[config.mk]
export PLATFORM = sky130hd
export DESIGN_NAME = sprite_anim_renderer
export DESIGN_NICKNAME = d
export VERILOG_FILES = /design/src/rtl/sprite_anim_renderer.sv
export SDC_FILE = /design/constraint.sdc
export NUM_CORES = 1
export LEC_CHECK = 0
export ABC_AREA = 0
export BUFFER_PORTS_ARGS = -buffer_cell sky130_fd_sc_hd__buf_2
export CAP_MARGIN = 20
export CORE_MARGIN = 2
export CORE_UTILIZATION = 43
export DETAILED_ROUTE_END_ITERATION = 6
export PLACE_DENSITY = 0.67
export SLEW_MARGIN = 40
export SYNTH_ARGS = -nofsm -noshare
export SYNTH_HDL_FRONTEND = slang
export SYNTH_SLANG_ARGS = --single-unit
[constraint.sdc]
create_clock -name vga_clk -period 17.7 [get_ports vga_clk]
set_clock_uncertainty 0.05 [all_clocks]
set_input_delay 0 -clock vga_clk [delete_from_list [all_inputs] [get_ports vga_clk]]
set_output_delay 0 -clock vga_clk [all_outputs]
set_load 0.01 [all_outputs]
[src/rtl/sprite_anim_renderer.sv]
// Pipelined multi-frame sprite renderer with scaling, two transparent indices and a
// charge/fire animation FSM. DrawX/DrawY/blank to red/green/blue/a is 3 cycles.
`timescale 1ns/1ps
module sprite_anim_renderer #(
  parameter int unsigned SPR_W       = 108,
  parameter int unsigned SPR_H       = 187,
  parameter int unsigned FRAMES      = 4,
  parameter int unsigned SCALE_SHIFT = 1,
  parameter int unsigned IDX_W       = 3,
  parameter int unsigned ADDR_W      = 17,
  parameter int unsigned TRANS_A     = 0,
  parameter int unsigned TRANS_B     = 6,
  parameter int unsigned STEP_FRAMES = 8,
  parameter int unsigned POS_X0      = 409,
  parameter int unsigned POS_Y0      = 106,
  localparam int unsigned FW = (FRAMES > 1) ? $clog2(FRAMES) : 1,
  localparam int unsigned CW = $clog2(STEP_FRAMES + 1)
) (
  input  logic              vga_clk,
  input  logic              reset_n,
  input  logic [9:0]        DrawX,
  input  logic [9:0]        DrawY,
  input  logic              blank,
  input  logic [9:0]        pos_x,
  input  logic [9:0]        pos_y,
  input  logic              draw_req,
  output logic [ADDR_W-1:0] rom_addr,
  input  logic [IDX_W-1:0]  rom_q,
  output logic [IDX_W-1:0]  pal_idx,
  input  logic [3:0]        pal_r,
  input  logic [3:0]        pal_g,
  input  logic [3:0]        pal_b,
  output logic [3:0]        red,
  output logic [3:0]        green,
  output logic [3:0]        blue,
  output logic              a,
  output logic [FW-1:0]     frame_idx,
  output logic              fire,
  output logic [FW-1:0]     fire_power
);

  typedef enum logic [1:0] {StIdle, StCharge, StFire} state_t;

  state_t          state;
  logic [CW-1:0]   step_cnt;
  logic [9:0]      px, py;
  logic            tick;
  logic [10:0]     dx, dy;
  logic            in_win;
  logic [ADDR_W-1:0] addr;
  logic            win1, win2, blank1, blank2;
  logic            opaque;

  assign tick = (DrawX == 10'd0) && (DrawY == 10'd0);

  // Stage 0: window test and address, all in 11 bits so the window end never wraps.
  assign dx = {1'b0, DrawX} - {1'b0, px};
  assign dy = {1'b0, DrawY} - {1'b0, py};
  assign in_win = ({1'b0, DrawX} >= {1'b0, px}) &&
                  ({1'b0, DrawX} <  {1'b0, px} + 11'(SPR_W << SCALE_SHIFT)) &&
                  ({1'b0, DrawY} >= {1'b0, py}) &&
                  ({1'b0, DrawY} <  {1'b0, py} + 11'(SPR_H << SCALE_SHIFT));
  assign addr = ADDR_W'(dy >> SCALE_SHIFT) * ADDR_W'(SPR_W) + ADDR_W'(dx >> SCALE_SHIFT) +
                ADDR_W'(frame_idx) * ADDR_W'(SPR_W * SPR_H);

  assign pal_idx = rom_q;
  assign opaque  = (rom_q != IDX_W'(TRANS_A)) && (rom_q != IDX_W'(TRANS_B));

  // Position only moves at the frame tick so a frame is never drawn at two places.
  always_ff @(posedge vga_clk or negedge reset_n) begin
    if (!reset_n) begin
      px <= 10'(POS_X0);
      py <= 10'(POS_Y0);
    end else if (tick) begin
      px <= pos_x;
      py <= pos_y;
    end
  end

  always_ff @(posedge vga_clk or negedge reset_n) begin
    if (!reset_n) begin
      rom_addr <= '0;
      win1     <= 1'b0;
      blank1   <= 1'b0;
      win2     <= 1'b0;
      blank2   <= 1'b0;
      red      <= 4'd0;
      green    <= 4'd0;
      blue     <= 4'd0;
      a        <= 1'b0;
    end else begin
      rom_addr <= in_win ? addr : '0;
      win1     <= in_win;
      blank1   <= blank;
      win2     <= win1;
      blank2   <= blank1;
      red      <= blank2 ? pal_r : 4'd0;
      green    <= blank2 ? pal_g : 4'd0;
      blue     <= blank2 ? pal_b : 4'd0;
      a        <= blank2 && win2 && opaque;
    end
  end

  always_ff @(posedge vga_clk or negedge reset_n) begin
    if (!reset_n) begin
      state      <= StIdle;
      step_cnt   <= '0;
      frame_idx  <= '0;
      fire       <= 1'b0;
      fire_power <= '0;
    end else begin
      fire <= 1'b0;
      case (state)
        StIdle: begin
          if (draw_req) state <= StCharge;
        end
        StCharge: begin
          if (!draw_req) begin
            state      <= StFire;
            fire       <= 1'b1;
            fire_power <= frame_idx;
          end else if (tick) begin
            // Once the last frame is reached the counter parks at STEP_FRAMES.
            if (step_cnt == CW'(STEP_FRAMES - 1) && frame_idx != FW'(FRAMES - 1)) begin
              frame_idx <= frame_idx + FW'(1);
              step_cnt  <= '0;
            end else if (step_cnt != CW'(STEP_FRAMES)) begin
              step_cnt <= step_cnt + CW'(1);
            end
          end
        end
        StFire: begin
          state     <= StIdle;
          frame_idx <= '0;
          step_cnt  <= '0;
        end
        default: state <= StIdle;
      endcase
    end
  end

endmodule

* After elaboration in Yosys (flattened, before gate mapping)
Index checks and enable logic that the tools add are counted.
Operators by class: equal/unequal tests 12, $lt $le $gt $ge 4, add/subtract/negate cells 8, muxes and demuxes 18, reductions and logical operators 17, bitwise operators 1, multiply operators 2
Operators by type and width (count):
- 4-bit 2-to-1 mux | 7
- 10-bit by 11-bit less-than comparator with 1-bit output | 2
- 10-bit by 10-bit subtractor with 11-bit output | 2
- 10-bit >= comparator | 2
- 10-bit zero test | 2
- 17-bit by 10-bit adder with 17-bit output | 1
- 17-bit adder | 1
- 17-bit 2-to-1 mux | 1
- 10-bit by 5-bit multiplier with 15-bit output, second input constant | 1
- 2-bit by 13-bit multiplier with 15-bit output, second input constant | 1
- 2-bit != test, second input constant | 6
- 10-bit by 8-bit adder with 11-bit output, second input constant | 1
- 10-bit by 9-bit adder with 11-bit output, second input constant | 1
- 2-bit 2-to-1 mux | 5
- 1-bit logical AND | 8
- 2-bit one-hot mux with 2 select lines | 2
- 4-bit one-hot mux with 2 select lines | 1
- 4-bit AND reduction | 2
- 3-bit != test, second input constant | 2
- 4-bit by 1-bit adder with 4-bit output, second input constant | 1
- 4-bit by 3-bit equality test with 1-bit output, second input constant | 1
- 4-bit != test, second input constant | 1
- 2-bit AND reduction | 2
- 3-bit nonzero test | 1
- 7 further kinds | 8
Word-level totals: register bits 65, bits of input ports 59, word-level logic and storage cells 78

* Logic depth before layout (Yosys ltp)
Gate-level depths: netlist (run 1).
depth after elaboration 6, gate-level depth with buffers 31, depth with buffers taken out 30

* Least setup slack after synthesis (run 1)
Ideal clock, no wire load.
path kind register to register, from register py[1], to register rom_addr[16], path buffers 0, clock period less this slack 6277 ps, arrival 6139 ps, data required time 17562 ps, cell stages (with the launch flop) 29, setup slack 11423 ps, library setup time 88 ps, cell sequence dfstp_2 > inv_1 > fa_1 > a21o_1 > a21oi_1 > o21bai_1 > a21oi_1 > o21ai_0 > xnor2_1 > inv_1 > fa_1 > inv_1 > fa_1 > inv_1 > ha_1 > or2_2 > a21oi_1 > nor2_1 > a21o_1 > a21oi_1 > xnor2_1 > ha_1 > ha_1 > nor2b_1 > nor3_1 > a21oi_1 > o41ai_2 > xnor2_1 > nor3_1
On the way: longest elaborated chain between the ends 5, elaborated cells between the ends (all ways) 10
Ends and longest elaborated chain:
- start: declaration | line 46 | logic [9:0] px, py;
- start signal: assignment | line 73 | py <= 10'(POS_Y0);
- start signal: assignment | line 76 | py <= pos_y;
- 10-bit by 10-bit subtractor with 11-bit output | line 58 | assign dy = {1'b0, DrawY} - {1'b0, py};
- 10-bit by 5-bit multiplier with 15-bit output | line 63 | assign addr = ADDR_W'(dy >> SCALE_SHIFT) * ADDR_W'(SPR_W) + ADDR_W'(dx >> SCALE_SHIFT) +
- 17-bit by 10-bit adder with 17-bit output | line 63
- 17-bit adder | line 63
- 17-bit 2-to-1 mux (*) | line 92 | rom_addr <= in_win ? addr : '0;
- end signal: assignment | line 92
- end: declaration | line 27 | output logic [ADDR_W-1:0] rom_addr,
Every way passes the cells marked *; elsewhere a longest branch is shown, timed or not. A chain may end at the register's enable or synchronous reset.

* Worst setup path after layout (run 1)
Ends and elaborated chain as after synthesis.

==> results of run 1 <==
## sequential cells by signal, indices dropped and copies added (netlist names)
| signal | flops |
|---|---|
| state | 2 |
| fire_power | 2 |
| win1 | 1 |
| blank2 | 1 |
| step_cnt | 4 |
| frame_idx | 2 |
| a | 1 |
| px | 10 |
| red | 4 |
| blue | 4 |
| py | 10 |
| blank1 | 1 |
| fire | 1 |
| green | 4 |
| rom_addr | 17 |
| win2 | 1 |
## final timing paths
check	start	end	cells after the start
setup / recovery	py[1]$_DFFE_PN1P_	rom_addr[16]$_DFF_PN0_	28
hold / removal	DrawX[1]	rom_addr[1]$_DFF_PN0_	4
setup reg to reg	py[1]$_DFFE_PN1P_	rom_addr[16]$_DFF_PN0_	28
hold reg to reg	win1$_DFF_PN0_	win2$_DFF_PN0_	0
max in group asynchronous	reset_n	py[8]$_DFFE_PN0P_	3
min in group asynchronous	reset_n	fire$_DFF_PN0_	3
## cells in the mapped netlist, drive strengths merged, types with 4 or more instances
master  number
nand2b       5
xor2        16
a31oi        6
inv         69
nor3b        4
o21bai       6
ha          97
nor2b       13
dfrtp       56
buf          7
and3         6
o21ai       45
fa          21
dfstp        9
nand2       41
or3          4
a21oi       33
mux2         4
o21a         7
nor2        34
nor4         7
and2        12
nand3       11
nor3        24
a21o        17
a211oi       6
xnor2       32
## worst min-delay path, stage by stage
cell and delay [ps]:
buf_2 120, fa_1 210, xnor2_1 120, nor3_1 40
## layout make-up
class	instances	area, µm²
fill	1207	6450
multi-input combinational	491	4010
inverter	69	259
clock inverter	1	5.00
tap	180	225
timing repair buffer	136	881
clock buffer	15	248
sequential	65	1640
## metrics by stage
step / hold slack, ps / total power, mW / util, %
floorplan: -346 / 0.548 / -
global placement: 66.2 / 0.609 / 48.2
detailed placement: 67.9 / 0.616 / 48.4
CTS: 141 / 0.781 / 52.9
global route: 167 / 0.847 / 53.0
finish: 151 / 0.777 / 53.0
## metal layers
metal / part of all wire, % / vias up / track usage, % / wire [µm]
met5: 0 / - / 0 / 0
met3: 3.8 / 16 / 4.03 / 494
met1: 44 / 2338 / 21.5 / 5810
met4: 2.0 / 0 / 6.39 / 260
li1: - / 2496 / - / -
met2: 50 / 95 / 31.5 / 6520
## power groups by stage
stage               combinational [mW]  clock, mW  sequential (mW)
floorplan                        0.393          0            0.155
global placement                 0.455          0            0.154
detailed placement               0.461          0            0.155
CTS                              0.472      0.157            0.152
global route                     0.529      0.166            0.152
finish                           0.472      0.153            0.152
## kinds of logic (layout without fill, tap and decap cells)
family	after synthesis	count (layout)	share of synthesized area, %
and+or+nand+nor	168	168	14.3
AOI/OAI and AO/OA	151	151	17.1
adders and majority gates	118	118	27.3
buffers and inverters	80	221	5.83
DFF	65	65	27.4
xor gates and xnor gates	48	48	7.02
muxes	6	6	1.09
==> metrics.csv, run 1 <==
metric,value,unit
Syn Area/Cell,9.41,µm²
crit end category,register,
post-synth top area share,23.4,%
Synth Flop Type,dfrtp_1,
mapped cell area,0.00599,mm²
Critical Path RT,17840,ps
dpl ws,10930,ps
ys async rst share,100,%
Die Width,122,µm
Internal,0.456,mW
vias in the first global route,4824,
Seq pwr share,19.6,%
max-slew violation count,0,
Overall Global Routing Usage,17.9,%
grt ovf,0,
IO Port Bufs,96,
synthesized flop and latch total,65,
crit path buf inv count,4,
endpoints failing setup,0,
row count,43,
Layout area overhead,21.4,%
post_cts resized,0,
DP HPWL,10400,µm
vias per cell,5.17,
clk_lat worst skew,330,ps
post-synth top area cell,dfrtp_1,
final wirelength,13100,µm
YS warnings,0,
max_cap viols,0,
Final Hold Viols,0,
CTS H-tree lvls,3,
Min-Delay Path Class,input port to register,
P_leak,3.73,nW
Ports,97,
DRC viols,0,
largest net degree at the start of global routing,66,
CTS tree,built,
max frequency,148,MHz
clk slew on worst S/H paths,50,ps
placed cell area,0.00664,mm²
initial antenna violation count,0,
Post-synth EDFFs,0,
status,completed,
RSZ-0062 raised after global routing,no,
"commonest cells after routing, fill and taps aside","ha_1 (97), buf_2 (96), inv_1 (69)",
Clock Path Buffers,2,
Core Region,0.0137,mm²
Sw Share,41.4,%
PwrDens,107,mW/mm²
dpl cells,904,
Final #Nets,949,
ANT nets after route,0,
Worst Setup Path Type,register to register,
layout cells sized above 1,18.0,%
Hold Buf Count CTS,37,
Initial Utilization,43.6,%
Clock Sink Count,65,
die height,122,µm
CP max stage cell,fa_1,
arrival time at the worst endpoint,6890,ps
Post-Layout Inst Area,0.00727,mm²
Slew headroom,54.4,%
"commonest non-fill, non-tap cell in the layout",ha_1,
gpl congestion,0.878,
Final period util,38.2,%
Crit path max-delay family,adder cells,
DRT iter0 DRCs,249,
global-route wire length before repair,21200,µm
Clock power frac,19.7,%
Synth area leaders,"dfrtp_1 (23%), ha_1 (20%), fa_1 (7.0%), xnor2_1 (4.7%), inv_1 (4.3%)",
Tmin final,6760,ps
cell mode on critical path,a21oi_1,
Post-Syn Instances,636,
Gate power share,60.7,%
Routed wire per std cell,13.7,µm
"Seq/Total Area, Yosys",27.4,%
Worst Tran Pin Value,679,ps
Die Footprint,0.0149,mm²
total CTS buffers,9,
unique cell type count in the Yosys netlist,67,
final total negative setup slack,0,ps
DR vias,4945,
antenna cells,0,
Post CTS Setup Buffer Count,0,
CP max FO,7,
fin worst setup slack,10940,ps
worst reg-to-reg setup slack,10940,ps
syn nets,813,
Psw,0.322,mW
Layout Cells excl Fill,957,
DRT Pass-1 Iters,6,
CTS root buf,clkbuf_16,
CP peak stage delay,550,ps
peak supply drop,0.0000668,V
Critical Path Start Type,register,
Note: power is estimated with default switching activity, not from simulation.
==> run 2, diff against run 1 <==
--- a/config.mk
+++ b/config.mk
@@ -5,7 +5,7 @@
 export SDC_FILE = /design/constraint.sdc
 export NUM_CORES = 1
 export LEC_CHECK = 0
-export ABC_AREA = 0
+export ABC_AREA = 1
 export BUFFER_PORTS_ARGS = -buffer_cell sky130_fd_sc_hd__buf_2
 export CAP_MARGIN = 20
 export CORE_MARGIN = 2
==> constraint.sdc (replaced) <==
create_clock -name vga_clk -period 6.9 [get_ports vga_clk]
set_clock_uncertainty 0.05 [all_clocks]
set_input_delay 0 -clock vga_clk [delete_from_list [all_inputs] [get_ports vga_clk]]
set_output_delay 0 -clock vga_clk [all_outputs]
set_load 0.01 [all_outputs]
==> metrics.csv, run 2 <==
metric,value,unit
status,completed,
worst reg-to-reg setup slack,910,ps
Layout Cells excl Fill,1083,
YS warnings,0,
post_cts resized,0,
grt ovf,0,
Core Region,0.0139,mm²
DP HPWL,10200,µm
total CTS buffers,9,
Pwr Total,2.35,mW
syn nets,942,
layout cells sized above 1,17.2,%
Clock Path Buffers,2,
clk slew on worst S/H paths,50,ps
worst hold slack,54.4,ps
Post-synth EDFFs,0,
Die Width,124,µm
P_leak,4.21,nW
die height,124,µm
"count leader, synth",nand2_1,
Final Hold Viols,0,
DRT Pass-1 Iters,4,
mapped cell area,0.00618,mm²
crit end category,register,
Die Footprint,0.0153,mm²
Routed wire per std cell,11.5,µm
max-slew violation count,0,
Critical Path RT,7060,ps
DRC viols,0,
register area,0.00164,mm²
peak supply drop,0.000270,V
Tmin final,5990,ps
CTS root buf,clkbuf_16,
FILL cells,1309,
Synth Area in XOR/XNOR,7.37,%
Worst Setup Path Type,register to register,
max frequency,167,MHz
Synth Area in Compound Gates,10.1,%
r2r startpoint,py[1]$_DFFE_PN1P_,
max_cap viols,0,
DRT iter0 DRCs,164,
antenna cells,0,
global-route wire length before repair,21300,µm
IO Port Bufs,96,
ys async rst share,100,%
launch point of the worst hold path,DrawX[1],
post-synthesis simple-gate area fraction,20.8,%
Critical Path Start Type,register,
"Seq/Total Area, Yosys",26.5,%
Post CTS Setup Buffer Count,0,
gpl congestion,0.890,
DR vias,5039,
Largest register FFs,17,
Hold Buf Count CTS,37,
unique cell type count in the Yosys netlist,44,
vias per cell,4.65,
largest family of logic cells by synthesized area,adder cells,
CTS tree,built,
Layout area overhead,20.9,%
clk_lat worst skew,340,ps
Hold EP,rom_addr[0]$_DFF_PN0_,
final wirelength,12500,µm
Synth Flop Type,dfrtp_1,
synthesized flop and latch total,65,
Post-Syn Instances,765,
largest net degree at the start of global routing,66,
"commonest non-fill, non-tap cell in the layout",nand2_1,
Post-Synth Adder-Cell Area,26.4,%
Final period util,86.9,%
post-synth top area cell,dfrtp_1,
Commonest cells post-synth,"nand2_1 (170), inv_1 (116), ha_1 (97)",
Final #Nets,1075,
worst r2r dst,rom_addr[16]$_DFF_PN0_,
CTS H-tree lvls,3,
Clock Sink Count,65,
Top Registers,"rom_addr (17), px (10), py (10)",
"commonest cells after routing, fill and taps aside","nand2_1 (170), inv_1 (116), ha_1 (97)",
post-synth top area share,22.7,%
RSZ-0062 raised after global routing,no,
final total negative setup slack,0,ps
Overall Global Routing Usage,17.8,%
dpl cells,1030,
CP max FO,4,
PwrDens,314,mW/mm²
Post-Layout Inst Area,0.00747,mm²
Slew headroom,61.3,%
Reg2Reg Depth,31,
row count,43,
ANT nets after route,0,
Syn Area/Cell,8.08,µm²
initial antenna violation count,0,
vias in the first global route,4866,
multi-input logic area,0.00400,mm²
Worst Hold Depth,4,
multiplexer area fraction after synthesis,0,%
CP peak stage delay,540,ps
Min-Delay Path Class,input port to register,
endpoints failing setup,0,
Initial Utilization,44.3,%
arrival time at the worst endpoint,6150,ps
Synth area leaders,"dfrtp_1 (23%), ha_1 (20%), nand2_1 (10%), inv_1 (7.0%), fa_1 (6.8%)",
Ports,97,
placed cell area,0.00680,mm²
Reg with most FFs,rom_addr,
Worst Tran Pin Value,581,ps
CP max stage cell,dfstp_2,
-- run 2: cell count changes after synthesis, moves of 10 or more --
cell / delta
nor2_1: +24
o21ai_1: +27
nand2_1: +129
nor3_1: -16
and2_1: -12
nor2b_1: -13
inv_1: +47
o21ai_0: -31
a21oi_1: +12
xnor2_1: -18
xor2_1: +22
nor2_4: +10
a21o_1: -12
nand3_1: +15
-- run 2: layout make-up --
type	instances	area share (%)
multi-input combinational	569	53.5
sequential	65	21.9
timing repair buffer	134	11.5
inverter	119	5.98
clock buffer	9	3.01
tap	180	3.01
clock inverter	7	1.05
-- run 2: cells by family (layout without fill, tap and decap cells) --
logic type                 Yosys count  count (layout)
and+or+nand+nor                    290             290
buffers and inverters              131             269
adders and majority gates          118             118
AOI/OAI and AO/OA                  109             109
DFF                                 65              65
xor gates and xnor gates            52              52
-- run 2: stage by stage --
step | setup WS (ps) | utilization [%]
2_1_floorplan | 1270 | -
3_3_place_gp | 1040 | 48.8
3_5_place_dp | 889 | 48.8
4_1_cts | 872 | 53.6
5_1_grt | 274 | 53.6
6_report | 907 | 53.6
-- run 2: layer usage --
metal | part of all wire [%] | GRT usage [%]
met3 | 4.4 | 4.35
met1 | 48 | 22.9
met4 | 1.4 | 5.40
met2 | 46 | 29.4
met5 | 0 | 0
-- run 2: worst max-delay path, delay by kind of cell (launching register included) --
kind	cells	cell delay, ps
buf+inv	5	370
flops	1	540
simple gates	13	1430
xor+xnor	1	170
compound gates	5	770
fa+ha+maj	7	2540
-- run 2: power breakdown --
group          leakage (nW)  switching [mW]  internal, mW
sequential            0.799          0.0156         0.393
combinational          3.26           0.933         0.548
clock                 0.150           0.174         0.283
total                  4.21            1.12          1.22
-- run 2: worst max path at each step --
stage	start	to	slack (ps)	cells past startpoint
after floorplan	py[1]$_DFFE_PN1P_	rom_addr[15]$_DFF_PN0_	1270	29
after global placement	py[1]$_DFFE_PN1P_	rom_addr[16]$_DFF_PN0_	1040	31
after detailed placement	py[1]$_DFFE_PN1P_	rom_addr[16]$_DFF_PN0_	890	31
after CTS	py[1]$_DFFE_PN1P_	rom_addr[16]$_DFF_PN0_	870	31
after global routing	py[1]$_DFFE_PN1P_	rom_addr[16]$_DFF_PN0_	270	31
final	py[1]$_DFFE_PN1P_	rom_addr[16]$_DFF_PN0_	910	31
==> run 3, diff against run 2 <==
--- a/config.mk
+++ b/config.mk
@@ -10,6 +10,7 @@
 export CAP_MARGIN = 20
 export CORE_MARGIN = 2
 export CORE_UTILIZATION = 43
+export CTS_BUF_LIST = sky130_fd_sc_hd__clkbuf_4 sky130_fd_sc_hd__clkbuf_8 sky130_fd_sc_hd__clkbuf_16
 export DETAILED_ROUTE_END_ITERATION = 6
 export PLACE_DENSITY = 0.67
 export SLEW_MARGIN = 40
==> constraint.sdc (replaced) <==
create_clock -name vga_clk -period 6.7 [get_ports vga_clk]
set_clock_uncertainty 0.05 [all_clocks]
set_input_delay 0 -clock vga_clk [delete_from_list [all_inputs] [get_ports vga_clk]]
set_output_delay 0 -clock vga_clk [all_outputs]
set_load 0.01 [all_outputs]
==> metrics.csv, run 3 (synthesis gave the netlist of run 2 again) <==
metric,value,unit
status,completed,
total CTS buffers,9,
DR vias,5033,
antenna cells,0,
IO Port Bufs,96,
Die Width,124,µm
Tmin final,6020,ps
final core utilization,53.6,%
DRC viols,0,
Die Footprint,0.0153,mm²
worst hold slack,51.0,ps
"commonest non-fill, non-tap cell in the layout",nand2_1,
Slew headroom,61.2,%
CTS tree,built,
Internal,1.26,mW
PwrDens,322,mW/mm²
Clock power frac,19.5,%
max frequency,166,MHz
Top Registers,"rom_addr (17), px (10), py (10)",
vias per cell,4.65,
Reg with most FFs,rom_addr,
endpoints failing setup,0,
row count,43,
"commonest cells after routing, fill and taps aside","nand2_1 (170), inv_1 (116), ha_1 (97)",
Final Hold Viols,0,
Clock Sink Count,65,
Layout area overhead,20.9,%
vias in the first global route,4929,
Min-Delay Path Class,input port to register,
gpl congestion,0.890,
CP max FO,4,
largest net degree at the start of global routing,66,
ANT nets after route,0,
Critical Path Start Type,register,
CTS root buf,clkbuf_16,
placed cell area,0.00680,mm²
Seq pwr share,17.5,%
post_cts resized,0,
Overall Global Routing Usage,18.1,%
crit end category,register,
Worst Setup Path Type,register to register,
Largest register FFs,17,
clk slew on worst S/H paths,50,ps
global-route wire length before repair,21900,µm
Ports,97,
grt ovf,0,
P_leak,4.21,nW
final total negative setup slack,0,ps
CP peak stage delay,540,ps
Sw Share,47.6,%
Critical Path RT,6910,ps
DRT Pass-1 Iters,4,
Psw,1.15,mW
Routed wire per std cell,11.7,µm
final wirelength,12700,µm
initial antenna violation count,0,
max-slew violation count,0,
Clock Path Buffers,2,
layout cells sized above 1,17.2,%
die height,124,µm
Final #Nets,1075,
clk_lat worst skew,340,ps
RSZ-0062 raised after global routing,no,
Worst Tran Pin Value,582,ps
max_cap viols,0,
Initial Utilization,44.3,%
Post CTS Setup Buffer Count,0,
Core Region,0.0139,mm²
peak supply drop,0.000239,V
Final period util,89.8,%
DP HPWL,10200,µm
Post-Layout Inst Area,0.00747,mm²
Gate power share,63.0,%
CTS H-tree lvls,3,
DRT iter0 DRCs,187,
arrival time at the worst endpoint,6230,ps
CP max stage cell,dfstp_2,
run 3: cell counts in the layout (fill, tap and decap cells not counted):
No cell type changed its count.
run 3: power by group through the flow:
stage               registers (mW)  clock network [mW]  logic [mW]
global route                 0.424               0.501        1.72
floorplan                    0.428                   0        1.20
global placement             0.428                   0        1.49
finish                       0.422               0.470        1.52
CTS                          0.422               0.483        1.53
detailed placement           0.428                   0        1.50
run 3: stage by stage:
stage / instances / power (mW) / worst slack, ps
after floorplan: 765 / 1.63 / 1070
after global placement: 1030 / 1.92 / 836
after detailed placement: 1030 / 1.93 / 663
after CTS: 1083 / 2.43 / 655
after global routing: 1083 / 2.65 / 57.2
final: 1083 / 2.41 / 680
run 3: repair_timing:
item                                    4_1_cts  5_1_grt
hold buffers                                 37        0
endpoints found under the setup margin        0        0
endpoints found under the hold margin        95        0
run 3: metal layers:
| layer | track usage (%) | wire, µm | part of all wire, % |
|---|---|---|---|
| met4 | 4.97 | 131 | 1.0 |
| met2 | 30.9 | 6020 | 47 |
| met1 | 23.2 | 6030 | 47 |
| met5 | 0 | 0 | 0 |
| met3 | 3.94 | 537 | 4.2 |
run 3: final cells by class:
type                            instances  area, µm²
Timing Repair Buffer                  134        862
Multi-Input combinational cell        569       4000
Sequential cell                        65       1640
Tap cell                              180        225
Inverter                              119        447
Clock inverter                          7       78.8
Fill cell                            1331       6460
Clock buffer                            9        225
run 3: worst paths after layout:
check | start | end | slack (ps) | cells after the start
worst max-delay path | py[1]$_DFFE_PN1P_ | rom_addr[16]$_DFF_PN0_ | 680 | 32
worst min-delay path | DrawX[1] | rom_addr[0]$_DFF_PN0_ | 50 | 4
worst max register to register | py[1]$_DFFE_PN1P_ | rom_addr[16]$_DFF_PN0_ | 680 | 32
worst min register to register | blank1$_DFF_PN0_ | blank2$_DFF_PN0_ | 310 | 0
max in group asynchronous | reset_n | py[0]$_DFFE_PN0P_ | 5960 | 3
min in group asynchronous | reset_n | rom_addr[16]$_DFF_PN0_ | 220 | 3
run 3: worst max-delay path, delay by kind of cell, from the launching register on:
family	cells	cell delay (ps)
xor gates and xnor gates	1	180
AOI/OAI and AO/OA	5	770
DFF	1	540
and+or+nand+nor	13	1470
buffers and inverters	6	400
adders and majority gates	7	2520
